**config.mk**
```make
export PLATFORM = sky130hd
export DESIGN_NAME = muxn_rr
export DESIGN_NICKNAME = d
export VERILOG_FILES = /design/src/rtl/muxn_rr.sv
export SDC_FILE = /design/constraint.sdc
export NUM_CORES = 1
export LEC_CHECK = 0
export ABC_AREA = 1
export CAP_MARGIN = 30
export CORE_MARGIN = 8
export CORE_UTILIZATION = 28
export DETAILED_ROUTE_END_ITERATION = 6
export PLACE_DENSITY_LB_ADDON = 0.08
export SLEW_MARGIN = 25
export SYNTH_ARGS = -nofsm -noshare
export SYNTH_HDL_FRONTEND = slang
export SYNTH_HIERARCHICAL = 1
export SYNTH_SLANG_ARGS = --single-unit
```
**constraint.sdc**
```tcl
create_clock -name clk -period 3.65 [get_ports clk]
set_input_delay 0.365 -clock clk [delete_from_list [all_inputs] [get_ports clk]]
set_output_delay 0.365 -clock clk [all_outputs]
set_load 0.005 [all_outputs]
```
**src/rtl/muxn_rr.sv**
```systemverilog
// muxn_rr: N-channel input mux with fixed-select or round-robin grant,
// feeding a single registered output stage with valid/ready handshake.
// Optional transfer counter is built only when MUXN_RR_XFER_CNT_EN is defined;
// otherwise xfer_cnt is tied to zero.

// Per-channel ready strobe: a channel is accepted only when it is the granted one.
module muxn_rr_lane #(
    parameter int SW  = 2,
    parameter int IDX = 0
) (
    input  logic          en,
    input  logic          req,
    input  logic          gnt_vld,
    input  logic [SW-1:0] gnt_idx,
    output logic          rdy
);
    assign rdy = en & req & gnt_vld & (gnt_idx == SW'(IDX));
endmodule

module muxn_rr #(
    parameter int N  = 4,
    parameter int W  = 8,
    parameter int SW = 2
) (
    input  logic            clk,
    input  logic            rst_n,
    input  logic            mode,
    input  logic [SW-1:0]   sel,
    input  logic [N-1:0]    in_valid,
    input  logic [N*W-1:0]  in_data,
    output logic [N-1:0]    in_ready,
    output logic            out_valid,
    output logic [W-1:0]    out_data,
    output logic [SW-1:0]   out_ch,
    input  logic            out_ready,
    output logic [15:0]     xfer_cnt
);
    logic [N-1:0][W-1:0] din;
    logic [SW-1:0]       rr_ptr;
    logic [SW-1:0]       gnt_idx, hi_idx, lo_idx;
    logic                gnt_vld, hi_vld, lo_vld;
    logic                load, accept;

    assign din    = in_data;
    // Output register can take a word when empty or being drained this cycle.
    assign load   = ~out_valid | out_ready;
    assign accept = |in_ready;

    // Grant selection: fixed index in mode 0; in mode 1 the lowest requester at
    // or above rr_ptr wins, falling back to the lowest requester overall (wrap).
    always_comb begin
        gnt_vld = 1'b0;
        gnt_idx = '0;
        hi_vld  = 1'b0;
        hi_idx  = '0;
        lo_vld  = 1'b0;
        lo_idx  = '0;
        if (!mode) begin
            for (int i = 0; i < N; i++) begin
                if (in_valid[i] && sel == SW'(i)) begin
                    gnt_vld = 1'b1;
                    gnt_idx = SW'(i);
                end
            end
        end else begin
            for (int i = N - 1; i >= 0; i--) begin
                if (in_valid[i]) begin
                    lo_vld = 1'b1;
                    lo_idx = SW'(i);
                    if (i >= int'(rr_ptr)) begin
                        hi_vld = 1'b1;
                        hi_idx = SW'(i);
                    end
                end
            end
            gnt_vld = hi_vld | lo_vld;
            gnt_idx = hi_vld ? hi_idx : lo_idx;
        end
    end

    // One ready lane per channel; reset forces every strobe low.
    for (genvar i = 0; i < N; i++) begin : g_lane
        muxn_rr_lane #(.SW(SW), .IDX(i)) u_lane (
            .en      (load & rst_n),
            .req     (in_valid[i]),
            .gnt_vld (gnt_vld),
            .gnt_idx (gnt_idx),
            .rdy     (in_ready[i])
        );
    end

    // Output register and round-robin pointer; data/channel hold when no accept.
    always_ff @(posedge clk or negedge rst_n) begin
        if (!rst_n) begin
            out_valid <= 1'b0;
            out_data  <= '0;
            out_ch    <= '0;
            rr_ptr    <= '0;
        end else begin
            if (load) out_valid <= gnt_vld;
            if (accept) begin
                out_data <= din[gnt_idx];
                out_ch   <= gnt_idx;
                rr_ptr   <= (int'(gnt_idx) == N - 1) ? '0 : gnt_idx + 1'b1;
            end
        end
    end

`ifdef MUXN_RR_XFER_CNT_EN
    // Saturating count of words handed downstream.
    always_ff @(posedge clk or negedge rst_n) begin
        if (!rst_n)
            xfer_cnt <= '0;
        else if (out_valid && out_ready && xfer_cnt != 16'hFFFF)
            xfer_cnt <= xfer_cnt + 16'd1;
    end
`else
    assign xfer_cnt = '0;
`endif

endmodule

```
==> key figures <==
Status
  – Status: completed

Floorplanning
  – IO Pins: 73
  – Core area: 0.00472 mm^2
  – Die W: 86.0 um
  – Total die area: 0.00739 mm^2
  – Initial core utilization: 0.290
  – Row Count: 25
  – Die span in y: 86.0 um

Power and ir drop
  – P_int: 514 uW
  – Sw frac: 0.377
  – Power per Cell Area: approximately 420 mW/mm^2
  – Pleak: 0.00108 uW
  – Maximum vdd drop: 255 uV
  – Net Sw Power: 311 uW
  – Seq pwr share: 0.296
  – Power share of the clock group: 0.155
  – Gate power share: 0.549

STA
  – TNS Setup: 0 ns
  – Final clock period utilization by the worst path: 0.846
  – Maximum clock frequency: 324 MHz
  – Max-Slew Margin vs Limit: 0.635
  – Crit path time final: 3.09 ns
  – Worst-margin pin slew: roughly 0.55 ns
  – Clk_skew: about 0.0011 ns
  – RSZ-0062 raised after global routing: no
  – Final Max Slew Viols: 0
  – Worst hold slack: approximately 0.42 ns
  – Final setup fails: 0
  – Final hold viol count: 0

Synth
  – Mean Syn Cell Area: ~6.3 um^2
  – Distinct cell type count after synthesis: 24
  – Yosys warns: 6
  – EDFF count, synth: 0
  – Main synth FF type: dfrtp_1
  – Seq cells post-synth: 13
  – Sequential area share after synthesis: 0.237
  – Cell count after synthesis: 219
  – Fraction of registers with async set or reset after synthesis: 1.00
  – Synth Cell Area: 0.00137 mm^2

Clock network
  – Clock slew at the register clock pins of the worst setup and hold paths: 0.05 ns
  – Cts repair resizes: 0
  – CTS tree: yes
  – Clk Latency, worst-skew pair: 0.24 ns
  – Clock Tree Root: clkbuf_8
  – H-Tree Depth: 1
  – Max Root-Sink Buffers: 2
  – Postcts setup bufs: 0
  – CTS buffer count: 3
  – CTS sink cnt: 13
  – CTS Hold Bufs: 0

Place
  – Dpl hpwl: 3180 um
  – Port bufs: 56
  – Placement Cell Area: about 0.0019 mm^2
  – GP Congestion: 0.797

Drt
  – Routed vias/inst: 4.07
  – WL final: 3870 um
  – Initial DRC count: 25
  – TritonRoute pass-1 iters: 4
  – Post-DRT Antenna Nets: 0
  – DR WL/cell: 11.3 um
  – Vias: 1391
  – # DRC: 0

Worst setup path
  – Critical Path AT: roughly 2.7 ns
  – Crit path max fanout: 18
  – CP Launch Type: primary input
  – WS Path Type: primary input to output port
  – Worst Setup End Kind: output port
  – R2r setup slk: 1.12 ns
  – Critical Path RT: ~3.3 ns

Global route
  – First-pass GRT wire length: 6510 um
  – Pin count of the biggest net entering global routing: 19
  – GR Util All Layers: 0.109
  – GRT overflow: 0
  – Initial antenna violation count: 0
  – Number of global-route vias before repair: 1494

Final layout
  – Fillers: 528
  – Synth-to-Final Area Change: 43.3%
  – Seq. cell area: around 330 um^2
  – ANT cells: 0
  – Layout cells sized above 1: 0.113
  – Fin area: 0.00196 mm^2
  – Area of the multi-input gates: between 700 and 800 um^2
  – Layout Nets: 318

Hold path
  – Tightest Hold Check Type: primary input to asynchronous set/reset pin

Run
  – Maxcap violations: 0
final cells by class:
class	count	share of cell area
Inverter	51	0.0975
Timing Repair Buffer	59	0.297
Clock buffer	4	0.0229
Sequential cell	13	0.166
Multi-Input combinational cell	148	0.374
Tap cell	67	0.0427
metrics by stage:
step | worst slack [ns] | utilization | total power, uW | std cells
after global placement | 0.535 | 0.406 | 711 | 338
after detailed placement | 0.534 | 0.406 | 710 | 338
after CTS | 0.546 | 0.416 | 843 | 342
after global routing | 0.307 | 0.416 | 906 | 342
final | 0.562 | 0.416 | 825 | 342
after floorplan | 1.38 | - | 515 | 234
worst paths after layout:
check	cells after the start	startpoint	to
max	8	sel[0]	in_ready[3]
min	2	rst_n	out_valid$_DFFE_PN0N_
max reg2reg	16	rr_ptr[1]$_DFFE_PN0P_	rr_ptr[0]$_DFFE_PN0P_
min reg2reg	2	out_data[6]$_DFFE_PN0P_	out_data[6]$_DFFE_PN0P_
max in group asynchronous	2	rst_n	out_data[5]$_DFFE_PN0P_
min in group clk	2	out_data[6]$_DFFE_PN0P_	out_data[6]$_DFFE_PN0P_
metal layers:
| layer | track usage | vias up | part of all wire |
|---|---|---|---|
| li1 | - | 739 | - |
| met1 | 0.110 | 601 | 0.40 |
| met2 | 0.195 | 47 | 0.48 |
| met3 | 0.0554 | 4 | 0.11 |
| met4 | 0.0223 | 0 | 0.011 |
| met5 | 0 | - | 0 |
Yosys cell counts, types with 2 or more instances:
cell type	n	area share
buf_4	18	0.099
dfrtp_1	13	0.24
inv_1	48	0.13
inv_2	3	0.0082
nand2_1	58	0.16
nand2_2	10	0.046
nand2_4	2	0.016
nand3_1	33	0.12
nand3_2	7	0.051
nor2_1	8	0.022
nor3_1	2	0.0073
o21a_1	2	0.011
o21ai_0	2	0.0073
o21ai_1	3	0.011
power groups by stage:
stage               clock, uW  sequential [uW]  combinational (uW)
detailed placement          0              246                 463
floorplan                   0              246                 269
finish                    128              244                 453
global route              139              255                 512
global placement            0              247                 464
CTS                       132              246                 465
sequential cells by signal, indices dropped and copies added, names as in the netlist:
| signal | flops |
|---|---|
| rr_ptr | 2 |
| out_valid | 1 |
| out_ch | 2 |
| out_data | 8 |
cells by family after synthesis:
group | after synthesis | share of synthesized area
buf+inv | 73 | 0.268
flops | 13 | 0.237
simple gates | 121 | 0.426
other cells | 1 | 0.00274
compound gates | 11 | 0.0657
critical path, stage by stage:
cell and delay (ns):
clkdlybuf4s50_1 0.52, nand2_1 0.10, o211ai_4 0.47, nand2_4 0.27, inv_1 0.19, nand3_1 0.10, nor2_1 0.16, clkdlybuf4s50_1 0.53
placed cells by master, fill, tap and decap left out:
master / count
nand2_2: 10
buf_4: 3
o21a_1: 2
nand2_4: 2
nand3_2: 7
o21ai_1: 3
nor4_1: 1
conb_1: 16
clkbuf_1: 1
o211ai_4: 1
a21boi_0: 1
nand2_1: 58
dfrtp_1: 13
a31o_2: 1
inv_2: 3
clkdlybuf4s50_1: 56
clkbuf_8: 3
nor2_1: 8
o211ai_2: 1
inv_1: 48
nor3_1: 2
o21ai_0: 2
nand3_1: 33
Power figures use the tool's default switching activity.
